<file path="src/rtl/ldm_stm_sequencer.sv">
// LDM/STM block-transfer sequencer: walks the register list low-to-high, one access per set bit.
// Latency n+1 cycles after start with mem_ready high; each mem_ready-low cycle stalls in place.
module ldm_stm_sequencer #(
  parameter int ADDR_W = 32
) (
  input  logic              clk,
  input  logic              reset,
  input  logic              start,
  input  logic [31:0]       instr,
  input  logic [ADDR_W-1:0] base_value,
  input  logic              mem_ready,
  output logic              busy,
  output logic              mem_read,
  output logic              mem_write,
  output logic [ADDR_W-1:0] mem_addr,
  output logic [3:0]        xfer_reg,
  output logic              reg_write,
  output logic              pc_load,
  output logic              wb_en,
  output logic [3:0]        wb_reg,
  output logic [ADDR_W-1:0] wb_value,
  output logic              done
);

  typedef enum logic [1:0] {
    S_IDLE   = 2'd0,
    S_XFER   = 2'd1,
    S_FINISH = 2'd2
  } state_t;

  state_t              r_state;
  state_t              w_next;
  logic [15:0]         r_list;
  logic                r_l;
  logic                r_w;
  logic                r_base_loaded;
  logic [3:0]          r_rn;
  logic [ADDR_W-1:0]   r_addr;
  logic [ADDR_W-1:0]   r_wb_value;

  logic                w_p;
  logic                w_u;
  logic [4:0]          w_n;
  logic [ADDR_W-1:0]   w_n4;
  logic [ADDR_W-1:0]   w_start_addr;
  logic [3:0]          w_low;
  logic [15:0]         w_list_after;
  logic                w_last;
  logic                w_accept;
  logic                w_unused;

  assign w_p      = instr[24];
  assign w_u      = instr[23];
  assign w_unused = ^{instr[31:25], instr[22]};
  assign w_accept = (r_state == S_IDLE) && start;

  always_comb begin
    w_n = 5'd0;
    for (int i = 0; i < 16; i++) begin
      w_n = w_n + 5'(instr[i]);
    end
  end

  assign w_n4 = {{(ADDR_W-7){1'b0}}, w_n, 2'b00};

  // Descending modes start low enough that addresses always ascend.
  always_comb begin
    case ({w_p, w_u})
      2'b01:   w_start_addr = base_value;
      2'b11:   w_start_addr = base_value + ADDR_W'(4);
      2'b00:   w_start_addr = base_value - w_n4 + ADDR_W'(4);
      default: w_start_addr = base_value - w_n4;
    endcase
  end

  always_comb begin
    w_low = 4'd0;
    for (int i = 15; i >= 0; i--) begin
      if (r_list[i]) w_low = 4'(i);
    end
  end

  assign w_list_after = r_list & ~(16'h0001 << w_low);
  assign w_last       = (w_list_after == 16'h0000);

  always_ff @(posedge clk) begin
    if (!reset) r_state <= S_IDLE;
    else        r_state <= w_next;
  end

  always_comb begin
    w_next = r_state;
    case (r_state)
      S_IDLE: begin
        if (start) w_next = (w_n != 5'd0) ? S_XFER : S_FINISH;
      end
      S_XFER: begin
        if (mem_ready && w_last) w_next = S_FINISH;
      end
      S_FINISH: w_next = S_IDLE;
      default:  w_next = S_IDLE;
    endcase
  end

  always_ff @(posedge clk) begin
    if (!reset) begin
      r_list        <= 16'h0000;
      r_l           <= 1'b0;
      r_w           <= 1'b0;
      r_base_loaded <= 1'b0;
      r_rn          <= 4'd0;
      r_addr        <= '0;
      r_wb_value    <= '0;
    end else if (w_accept) begin
      r_list        <= instr[15:0];
      r_l           <= instr[20];
      r_w           <= instr[21];
      r_base_loaded <= instr[20] && instr[instr[19:16]];
      r_rn          <= instr[19:16];
      r_addr        <= w_start_addr;
      r_wb_value    <= w_u ? (base_value + w_n4) : (base_value - w_n4);
    end else if (r_state == S_XFER && mem_ready) begin
      r_list <= w_list_after;
      r_addr <= r_addr + ADDR_W'(4);
    end
  end

  always_comb begin
    busy      = (r_state != S_IDLE);
    mem_read  = (r_state == S_XFER) && r_l;
    mem_write = (r_state == S_XFER) && !r_l;
    mem_addr  = r_addr;
    xfer_reg  = (r_state == S_XFER) ? w_low : 4'd0;
    reg_write = (r_state == S_XFER) && r_l && mem_ready;
    pc_load   = reg_write && (w_low == 4'd15);
    // A base register that was itself loaded keeps the loaded value.
    wb_en     = (r_state == S_FINISH) && r_w && !r_base_loaded;
    wb_reg    = r_rn;
    wb_value  = r_wb_value;
    done      = (r_state == S_FINISH);
  end

endmodule

</file>
<file path="config.mk">
export PLATFORM = sky130hd
export DESIGN_NAME = ldm_stm_sequencer
export DESIGN_NICKNAME = d
export VERILOG_FILES = /design/src/rtl/ldm_stm_sequencer.sv
export SDC_FILE = /design/constraint.sdc
export NUM_CORES = 1
export LEC_CHECK = 0
export ABC_AREA = 0
export CAP_MARGIN = 25
export CELL_PAD_IN_SITES_DETAIL_PLACEMENT = 1
export CELL_PAD_IN_SITES_GLOBAL_PLACEMENT = 2
export CORE_MARGIN = 2
export CORE_UTILIZATION = 33
export DETAILED_ROUTE_END_ITERATION = 8
export PLACE_DENSITY_LB_ADDON = 0.1
export SLEW_MARGIN = 0
export SYNTH_ARGS = -nofsm -noshare
export SYNTH_HDL_FRONTEND = slang
export SYNTH_SLANG_ARGS = --single-unit
</file>
<file path="constraint.sdc">
create_clock -name clk -period 22.6 [get_ports clk]
set_input_delay 6.78 -clock clk [delete_from_list [all_inputs] [get_ports clk]]
set_output_delay 6.78 -clock clk [all_outputs]
set_load 0.05 [all_outputs]
</file>
## After elaboration in Yosys (flattened, before gate mapping)

Index checks and enable logic that the tools add are counted.

| word-level totals | value |
|---|---|
| flip-flop bits (word level) | 89 |
| latch bits | 0 |
| memory bits (writable) | 0 |
| bits in read-only memories | 0 |
| bits of input ports | 68 |
| output and inout bits | 79 |
| logic and storage cells | 87 |
| memories | 0 |

| cells by class | value |
|---|---|
| add/sub/neg operators | 20 |
| $mul | 0 |
| divide/modulo/power cells | 0 |
| order comparisons | 1 |
| eq/ne operators | 7 |
| shift operators | 1 |
| muxes and demuxes | 29 |
| bitwise logic cells | 2 |
| reduce and logical (&&, ||, !) cells | 19 |

Operator list:

| operator | count |
|---|---|
| $add A32 B3 Y32 const B | 3 |
| $mux W32 | 3 |
| $pmux W32 S3 | 1 |
| $mux W4 | 17 |
| $add A5 B1 Y5 | 11 |
| $add A32 B7 Y32 | 1 |
| $mux W16 | 2 |
| $sub A32 B7 Y32 | 1 |
| $and A16 B16 Y16 | 1 |
| $logic_not A16 Y1 | 1 |
| $not A16 Y16 | 1 |
| $shl A1 B4 Y16 const A | 1 |
| $logic_and A1 B1 Y1 | 10 |
| $lt A4 B6 Y1 const B | 1 |
| $mux W2 | 3 |
| $add A4 B1 Y5 | 1 |
| $reduce_bool A5 Y1 | 1 |
| $add A3 B1 Y4 | 1 |
| $bmux W1 S4 | 1 |
| $eq A2 B1 Y1 const B | 2 |
| $eq A2 B2 Y1 const B | 2 |
| $eq A4 B4 Y1 const B | 1 |
| $logic_not A2 Y1 | 2 |
| $ne A2 B2 Y1 const B | 2 |
| 7 further kinds | 9 |

## Depth between registers and ports, before layout

Gate-level depths: netlist of the first run.

| depth | value |
|---|---|
| word-level depth | 23 |
| gate-level depth with buffers | 26 |
| mapped depth without buffers | 24 |

## Worst setup path before layout of the first run

OpenSTA, ideal clock, no wires.

| path | value |
|---|---|
| path type | input -> output |
| start point | input mem_ready |
| end point | output pc_load |
| arrival | 8155 ps |
| required time | 15820 ps |
| path slack | 7665 ps |
| cell stages on the path | 5 |
| path buffers | 2 |
| cells stage by stage | and2_1 > clkbuf_1 > clkbuf_1 > nand2_1 > nor2_1 |

| between the ends | value |
|---|---|
| word-level cells in the longest chain between the ends | 2 |

RTL lines:

| what | line | text |
|---|---|---|
| start, declared | 11 | `input logic mem_ready,` |
| $logic_and A1 B1 Y1 | 134 | `reg_write = (r_state == S_XFER) && r_l && mem_ready;` |
| $logic_and A1 B1 Y1 | 135 | `pc_load = reg_write && (w_low == 4'd15);` |
| end, declared | 18 | `output logic pc_load,` |

Every way passes these cells.

## Worst setup path after layout of the first run

Ends and elaborated chain as after synthesis.

==> flow_summary.toml, run 1 <==
[synthesis]
synth_area_leader_cell = "sky130_fd_sc_hd__dfxtp_1"
syn-mean-instance-area_sq_um = 7.29
ys_seq_area_share_pct = 20.4
postSynthCellCount = 1198
synth_edf_count = 0
synth_top_cells_by_area = "sky130_fd_sc_hd__dfxtp_1 (20%), sky130_fd_sc_hd__nand2_1 (6.6%), sky130_fd_sc_hd__xnor2_1 (5.3%), sky130_fd_sc_hd__o21ai_0 (4.4%), sky130_fd_sc_hd__xor2_1 (4.3%)"
mappedNetlistArea_sq_um = 8730
asyncSetResetFlopFracSynth_pct = 0
synth-seq-cells = 89
synth.top_cell.area_share_pct = 20.4
ys_types = 97
synth_nets = 1299
ys.warnings.count = 0
yosys_most_used_dff = "sky130_fd_sc_hd__dfxtp_1"

[cts]
clock_tree_from_tritoncts = "done"
cts-buffers-inserted = 9
clk_path_buf_depth = 2
cts.repair_timing.setup_buffer_count = 0
clk_latency_ps = 370
clk_pin_slew_worst_paths_ps = 70
post_cts_resized = 0
cts-htree-levels = 3
clk_root_buffer_cell = "sky130_fd_sc_hd__clkbuf_16"
cts_hold_repair.buffers = 0
clkSinkCount = 89

[route]
post-route-drc-count = 0
viasPerCell = 5.70
routed-via-count = 9240
drt-total-wl_mm = 34.4
route.antenna.remaining_nets = 0
route.detailed.wl_per_inst_um = 21.2
drtIter0Drc = 564
drt_first_pass_iters = 5

[min_path]
worstHoldPathType = "register to register"
timing.hold.worst_endpoint = "r_base_loaded"
hold_path_depth = 2
hold_startpoint = "r_base_loaded"

[die]
initial_utilization_pct = 33.6
floorplan.io_pins = 147
die_height_um = 167
dieArea_sq_um = 27800
design.core.area_sq_um = 26000
core.rowCount = 59
die_boundary_width_um = 167

[place]
place.gp.congestion = 0.867
post-dp-hpwl_mm = 25.5
numPortBuffers = 138

[cells_and_area]
insertedDiodeCount = 0
final_common_cell = "sky130_fd_sc_hd__nand2_1"
postLayoutCoreUtil_pct = 40.5
layout-drive-gt1-share_pct = 5.53
layout.cells.most_common_list = "sky130_fd_sc_hd__nand2_1 (153), sky130_fd_sc_hd__clkdlybuf4s50_1 (137), sky130_fd_sc_hd__dfxtp_1 (89)"
num-fill-cells = 3207
layout-area-overhead-vs-synth_pct = 20.6
finalNetCount = 1381

[run]
max_cap_violations = 0

[timing]
timing.slew.headroom_pct = 30.5
layout_worst_path_cycle_share_pct = 67.8
setup_total_negative_slack_ps = 0
fmax_ghz = 0.0653
grt_setup_unrepaired = "no"
hold_viol = 0
fin_worst_skew_ps = 9.87
post-route-min-period_ps = 15320
maxSlewViolCount = 0
total_setup_violations_reported_at_the_end_of_the_flow = 0
timing_worst_slew_pin_value_ps = 1040

[critical_path]
setup.worst_path.start = "mem_ready"
crit_path_max_fanout = 4
r2r_setup_slack_ps = 19330
reg2reg_from = "r_list[5]"
worstRegToRegCells = 8
setup.worst_path.end_class = "output port"
category_of_the_worst_setup_path_launch_point = "input port"
cp_data_arrival_time_ps = 8540
crit_required_ps = 15820
timing.rr.end = "r_state[0]"
criticalPathCategory = "input port to output port"

[grt]
maximum_number_of_pins_on_one_net_before_global_route_repair = 81
global_route.usage.total_pct = 24.4
initial_antenna_violation_count = 0
first_global_vias = 9210
overflow = 0
wire_length_of_the_first_global_routing_pass_mm = 53.8

[pwr]
worst_ir_drop_vdd_v = 0.0000523
static-leakage-power_nw = 3.75
p_per_area_nw_per_um2 = 102

[status]
status = "finished, final reports clean"
## kinds of logic (layout without fill, tap and decap cells)
kind of cell               count (synthesis)  in the layout  synth area share (%)
buffers and inverters                    134            221                  7.22
AOI/OAI and AO/OA                        334            334                  25.5
DFF                                       89             89                  20.4
xor gates and xnor gates                  96             96                  9.63
adders and majority gates                 34             34                  5.88
muxes                                     13             13                  2.25
and+or+nand+nor                          498            498                  29.1
## where the power goes
part | leakage [nW] | internal [W] | switching, W | total, W
clock | 0.148 | 0.0000907 | 0.0000790 | 0.000170
sequential | 0.733 | 0.000190 | 0.0000345 | 0.000225
combinational | 2.87 | 0.000232 | 0.000444 | 0.000675
## layout make-up
cell class              count  area, sq um  area share (%)
well taps                 335          419            3.98
clock buffers              10          239            2.27
flip-flops and latches     89         1780            16.9
inverters                  51          191            1.82
multi-input cells         975         6320            60.1
repair buffers            154         1500            14.2
clock inverters             6         73.8           0.701
## layer usage
layer | track usage [%] | part of all wire (%) | vias up | wire length [um]
li1 | - | - | 4463 | -
met1 | 33.9 | 48 | 4527 | 16400
met2 | 40.2 | 46 | 225 | 15900
met3 | 3.42 | 4.4 | 25 | 1500
met4 | 5.66 | 1.6 | 0 | 566
met5 | 0 | 0 | - | 0
## critical path: stages
cell                              delay (ps)
sky130_fd_sc_hd__clkdlybuf4s50_1         570
sky130_fd_sc_hd__and2_1                  190
sky130_fd_sc_hd__nand2_1                  70
sky130_fd_sc_hd__nor2_1                  110
sky130_fd_sc_hd__clkdlybuf4s50_1         820
## worst max path at each step
stage              end  slack (ps)  depth (start not counted)
5_1_grt        pc_load        7220                          5
3_3_place_gp   pc_load        7290                          5
6_report       pc_load        7280                          5
3_5_place_dp   pc_load        7280                          5
2_1_floorplan  pc_load        7670                          5
4_1_cts        pc_load        7270                          5
## per-stage QoR
stage	area, sq um	power [W]	worst slack (ps)	hold slack (ps)	std cells
2_1_floorplan	8730	0.000694	7670	439	1198
3_3_place_gp	10200	0.000893	7290	451	1602
3_5_place_dp	10200	0.000901	7280	460	1603
4_1_cts	10500	0.00108	7270	471	1619
5_1_grt	10500	0.00114	7220	503	1620
6_report	10500	0.00107	7280	466	1620
## Yosys cell counts, types with 8 or more instances
library cell and number:
sky130_fd_sc_hd__nand2_1 154, sky130_fd_sc_hd__dfxtp_1 89, sky130_fd_sc_hd__nor2_1 88, sky130_fd_sc_hd__o21ai_0 76, sky130_fd_sc_hd__a21oi_1 61, sky130_fd_sc_hd__clkbuf_1 56
sky130_fd_sc_hd__xnor2_1 53, sky130_fd_sc_hd__inv_1 49, sky130_fd_sc_hd__nor3_1 46, sky130_fd_sc_hd__nand3_1 44, sky130_fd_sc_hd__xor2_1 43, sky130_fd_sc_hd__a31oi_1 36
sky130_fd_sc_hd__and2_1 31, sky130_fd_sc_hd__a21boi_0 25, sky130_fd_sc_hd__and3_1 22, sky130_fd_sc_hd__ha_1 21, sky130_fd_sc_hd__nor2b_1 20, sky130_fd_sc_hd__nor4_1 16
sky130_fd_sc_hd__o211ai_1 16, sky130_fd_sc_hd__o31ai_1 15, sky130_fd_sc_hd__a211oi_1 14, sky130_fd_sc_hd__a22oi_1 13, sky130_fd_sc_hd__fa_1 12, sky130_fd_sc_hd__nand4_1 12
sky130_fd_sc_hd__or3_1 12, sky130_fd_sc_hd__o22ai_1 9, sky130_fd_sc_hd__nand2b_1 8
No activity file was read; power rests on OpenSTA's default activity.
==> run 2, diff against run 1 <==
--- a/config.mk
+++ b/config.mk
@@ -10,7 +10,7 @@
 export CELL_PAD_IN_SITES_DETAIL_PLACEMENT = 1
 export CELL_PAD_IN_SITES_GLOBAL_PLACEMENT = 2
 export CORE_MARGIN = 2
-export CORE_UTILIZATION = 33
+export CORE_UTILIZATION = 31
 export DETAILED_ROUTE_END_ITERATION = 8
 export PLACE_DENSITY_LB_ADDON = 0.1
 export SLEW_MARGIN = 0
==> constraint.sdc (replaced) <==
create_clock -name clk -period 15.2 [get_ports clk]
set_input_delay 4.56 -clock clk [delete_from_list [all_inputs] [get_ports clk]]
set_output_delay 4.56 -clock clk [all_outputs]
set_load 0.05 [all_outputs]
==> flow_summary.toml, run 2 (synthesized netlist as in run 1, its figures left out) <==
[status]
status = "finished, final reports clean"

[pwr]
power.sequential.fraction_pct = 20.8
static-leakage-power_nw = 3.76
internal_power_w = 0.000774
worst_ir_drop_vdd_v = 0.0000730
power.share.combinational_pct = 63.1
p_switching_w = 0.000826
clkPwrFrac_pct = 16.1
swShare_pct = 51.6
p_per_area_nw_per_um2 = 151

[die]
die_height_um = 172
design.core.area_sq_um = 27800
initial_utilization_pct = 31.4
die_boundary_width_um = 172
dieArea_sq_um = 29500
floorplan.io_pins = 147
core.rowCount = 61

[critical_path]
worstRegToRegCells = 8
r2r_setup_slack_ps = 12030
category_of_the_worst_setup_path_launch_point = "input port"
reg2reg_from = "r_list[5]"
crit_required_ps = 15460
timing.rr.end = "r_state[0]"
setup.worst_path.start = "instr[5]"
criticalPathCategory = "input port to register"
timing.critical_path.to = "mem_addr[29]"
cp_data_arrival_time_ps = 11950
setup.worst_path.end_class = "register"
crit_path_max_fanout = 7

[cts]
cts.repair_timing.setup_buffer_count = 0
clk_path_buf_depth = 2
clk_root_buffer_cell = "sky130_fd_sc_hd__clkbuf_16"
clkSinkCount = 89
cts-buffers-inserted = 9
post_cts_resized = 0
cts-htree-levels = 3
cts_hold_repair.buffers = 0
clock_tree_from_tritoncts = "done"
clk_latency_ps = 370
clk_pin_slew_worst_paths_ps = 80

[timing]
fmax_ghz = 0.0855
hold_viol = 0
layout_worst_path_cycle_share_pct = 76.9
setup_total_negative_slack_ps = 0
post-route-min-period_ps = 11690
total_setup_violations_reported_at_the_end_of_the_flow = 0
grt_setup_unrepaired = "no"
fin_worst_skew_ps = 16.6
maxSlewViolCount = 0
timing_worst_slew_pin_value_ps = 996
timing.slew.headroom_pct = 33.5

[grt]
overflow = 0
first_global_vias = 9101
wire_length_of_the_first_global_routing_pass_mm = 54.0
global_route.usage.total_pct = 23.8
initial_antenna_violation_count = 0
maximum_number_of_pins_on_one_net_before_global_route_repair = 72

[cells_and_area]
final_cell_count_without_fillers = 1664
insertedDiodeCount = 0
layout-drive-gt1-share_pct = 5.37
postLayoutCoreUtil_pct = 38.1
final_common_cell = "sky130_fd_sc_hd__nand2_1"
layout.cells.most_common_list = "sky130_fd_sc_hd__nand2_1 (153), sky130_fd_sc_hd__clkdlybuf4s50_1 (137), sky130_fd_sc_hd__dfxtp_1 (89)"
layout-area-overhead-vs-synth_pct = 21.3
finalNetCount = 1382

[place]
post-dp-hpwl_mm = 26.0
numPortBuffers = 138
place.gp.congestion = 0.869
placed_cells_incl_taps = 1648

[route]
route.antenna.remaining_nets = 0
drt-total-wl_mm = 35.1
drt_first_pass_iters = 5
routed-via-count = 9256
viasPerCell = 5.56
drtIter0Drc = 598
route.detailed.wl_per_inst_um = 21.1
post-route-drc-count = 0

[run]
max_cap_violations = 0

[min_path]
hold_startpoint = "wb_value[1]"
worstHoldPathType = "register to register"
-- run 2: through the flow --
step                instance area, sq um  hold slack (ps)  worst slack (ps)  total power [W]
floorplan                           8730              439              4710          0.00103
global placement                   10300              451              3240          0.00133
detailed placement                 10300              459              3200          0.00134
CTS                                10600              470              3540          0.00161
global route                       10600              491              2880          0.00171
finish                             10600              464              3510          0.00160
-- run 2: power by group through the flow --
stage / Clock (W) / Sequential (W) / Combinational [W]
floorplan: 0 / 0.000464 / 0.000569
global placement: 0 / 0.000337 / 0.000993
detailed placement: 0 / 0.000338 / 0.00100
CTS: 0.000263 / 0.000332 / 0.00101
global route: 0.000271 / 0.000340 / 0.00110
finish: 0.000258 / 0.000332 / 0.00101
-- run 2: routing by layer --
metal	global-route usage [%]	vias up	wire length [um]
met4	5.77	0	648
met1	33.9	4559	17200
met3	2.69	39	1200
met2	38.4	188	16100
li1	-	4470	-
met5	0	-	0
-- run 2: worst max-delay path: stages --
cell,delay [ps]
sky130_fd_sc_hd__clkdlybuf4s50_1,510
sky130_fd_sc_hd__inv_1,100
sky130_fd_sc_hd__fa_1,530
sky130_fd_sc_hd__inv_1,50
sky130_fd_sc_hd__fa_1,450
sky130_fd_sc_hd__fa_1,520
sky130_fd_sc_hd__inv_1,60
sky130_fd_sc_hd__fa_1,430
sky130_fd_sc_hd__inv_1,60
sky130_fd_sc_hd__ha_1,160
sky130_fd_sc_hd__inv_1,60
sky130_fd_sc_hd__fa_1,390
sky130_fd_sc_hd__nor2b_1,120
sky130_fd_sc_hd__o21ai_0,250
sky130_fd_sc_hd__ha_1,400
sky130_fd_sc_hd__nor4b_4,520
sky130_fd_sc_hd__nand2_1,260
sky130_fd_sc_hd__nor4_1,620
sky130_fd_sc_hd__nand2_1,110
sky130_fd_sc_hd__o22ai_1,490
sky130_fd_sc_hd__nand4_1,490
sky130_fd_sc_hd__nor2_1,240
sky130_fd_sc_hd__mux2_2,350
sky130_fd_sc_hd__a32o_1,210
-- run 2: cell type report --
class / instances / area [sq um]
Multi-Input combinational cell: 975 / 6320
Timing Repair Buffer: 155 / 1510
Clock inverter: 4 / 76.3
Inverter: 51 / 191
Tap cell: 378 / 473
Clock buffer: 12 / 236
Fill cell: 3479 / 17200
Sequential cell: 89 / 1780
-- run 2: worst min-delay path by stage --
| stage | endpoint | slack [ps] | cells after the start |
|---|---|---|---|
| 2_1_floorplan | r_base_loaded | 440 | 2 |
| 3_3_place_gp | wb_value[0] | 450 | 2 |
| 3_5_place_dp | wb_value[1] | 460 | 2 |
| 4_1_cts | wb_value[1] | 470 | 2 |
| 5_1_grt | wb_value[20] | 490 | 2 |
| 6_report | wb_value[1] | 460 | 2 |
==> run 3, diff against run 2 <==
==> constraint.sdc (replaced) <==
create_clock -name clk -period 11.25 [get_ports clk]
set_input_delay 3.375 -clock clk [delete_from_list [all_inputs] [get_ports clk]]
set_output_delay 3.375 -clock clk [all_outputs]
set_load 0.05 [all_outputs]
==> flow_summary.toml, run 3 (synthesized netlist as in run 1, its figures left out) <==
[route]
drtIter0Drc = 616
top_signal_layer_used = "met4"
post-route-drc-count = 0
viasPerCell = 5.54
routed-via-count = 9266
route.met2.wl_mm = 16.1
route.antenna.remaining_nets = 0
wl_met1_mm = 17.5
met3_length_mm = 1.33
drt-total-wl_mm = 35.4
drt_first_pass_iters = 6
route.detailed.wl_per_inst_um = 21.1

[critical_path]
criticalPathCategory = "input port to register"
critical_path.n_buffers_inverters = 8
setup.worst_path.end_class = "register"
crit_path_max_fanout = 10
category_of_the_worst_setup_path_launch_point = "input port"
cp_data_arrival_time_ps = 10690
worst_path_max_delay_cell = "sky130_fd_sc_hd__a211oi_2"
critical-path-top-delay-family = "adder cells"
cp_slowest_stage_delay_ps = 610
crit_required_ps = 11440
crit_path_frequent_cell = "sky130_fd_sc_hd__inv_1"

[cts]
post_cts_resized = 0
clk_path_buf_depth = 2
clk_latency_ps = 360
clkSinkCount = 89
cts-htree-levels = 3
cts.repair_timing.setup_buffer_count = 0
clk_root_buffer_cell = "sky130_fd_sc_hd__clkbuf_16"
cts-buffers-inserted = 9
cts_hold_repair.buffers = 0
clk_pin_slew_worst_paths_ps = 80
clock_tree_from_tritoncts = "done"

[die]
core.rowCount = 61
floorplan.io_pins = 147
dieArea_sq_um = 29500
design.core.area_sq_um = 27800
die_boundary_width_um = 172
initial_utilization_pct = 31.4
die_height_um = 172

[grt]
first_global_vias = 9203
maximum_number_of_pins_on_one_net_before_global_route_repair = 67
global_route.usage.total_pct = 24.0
overflow = 0
initial_antenna_violation_count = 0
wire_length_of_the_first_global_routing_pass_mm = 54.8

[place]
post-dp-hpwl_mm = 26.2
place.gp.congestion = 0.856
numPortBuffers = 138
post_dp_area_sq_um = 10300

[cells_and_area]
insertedDiodeCount = 0
final_common_cell = "sky130_fd_sc_hd__nand2_1"
postLayoutCoreUtil_pct = 38.3
stdcell_area_sq_um = 10600
layout-drive-gt1-share_pct = 6.03
layout.cells.most_common_list = "sky130_fd_sc_hd__nand2_1 (153), sky130_fd_sc_hd__clkdlybuf4s50_1 (137), sky130_fd_sc_hd__dfxtp_1 (89)"
layout-area-overhead-vs-synth_pct = 21.8
finalNetCount = 1391

[timing]
timing_worst_slew_pin_value_ps = 882
layout_worst_path_cycle_share_pct = 93.3
hold_viol = 0
grt_setup_unrepaired = "no"
total_setup_violations_reported_at_the_end_of_the_flow = 0
fmax_ghz = 0.0953
maxSlewViolCount = 0
timing.slew.headroom_pct = 41.1
fin_worst_skew_ps = 12.1
setup_total_negative_slack_ps = 0
post-route-min-period_ps = 10500
holdWs_ps = 464

[status]
status = "finished, final reports clean"

[run]
max_cap_violations = 0

[pwr]
p_per_area_nw_per_um2 = 202
totalPowerFinal_w = 0.00215
static-leakage-power_nw = 3.79
worst_ir_drop_vdd_v = 0.0000910

[min_path]
worstHoldPathType = "register to register"
## run 3: final cells by class
cell class | count | area [sq um]
clock buffer | 11 | 233
clock inverter | 4 | 53.8
fill | 3425 | 17100
inverter | 51 | 191
multi-input combinational | 975 | 6320
sequential | 89 | 1780
tap | 378 | 473
timing repair buffer | 164 | 1580
## run 3: final timing paths
path	startpoint	end	slack [ps]	cells after the start
setup / recovery	instr[7]	mem_addr[28]	750	25
hold / removal	r_base_loaded	r_base_loaded	460	2
setup reg to reg	r_list[5]	r_state[0]	7900	8
hold reg to reg	r_base_loaded	r_base_loaded	460	2
## run 3: worst reg2reg max path, stage by stage (launching register included)
cell and delay, ps:
sky130_fd_sc_hd__dfxtp_1 390, sky130_fd_sc_hd__nor4_1 590, sky130_fd_sc_hd__nand2_1 270, sky130_fd_sc_hd__nor2_1 370, sky130_fd_sc_hd__o2111ai_1 340, sky130_fd_sc_hd__a2111oi_0 520
sky130_fd_sc_hd__o2111ai_1 250, sky130_fd_sc_hd__o31ai_1 360, sky130_fd_sc_hd__a21boi_0 140
## run 3: power by group
group / switching, W / internal, W / total, W / leakage, nW
sequential: 0.0000675 / 0.000382 / 0.000450 / 0.733
combinational: 0.000900 / 0.000474 / 0.00137 / 2.92
clock: 0.000149 / 0.000173 / 0.000322 / 0.132
total: 0.00112 / 0.00103 / 0.00215 / 3.79
## run 3: routing by layer
metal	vias up	global-route usage [%]
li1	4491	-
met1	4523	34.4
met2	223	39.5
met3	29	2.42
met4	0	3.98
met5	-	0
## run 3: metrics by stage
stage,setup slack (ps),std cells
4_1_cts,912,1672
5_1_grt,417,1672
3_5_place_dp,563,1657
6_report,752,1672
2_1_floorplan,2010,1198
3_3_place_gp,626,1656
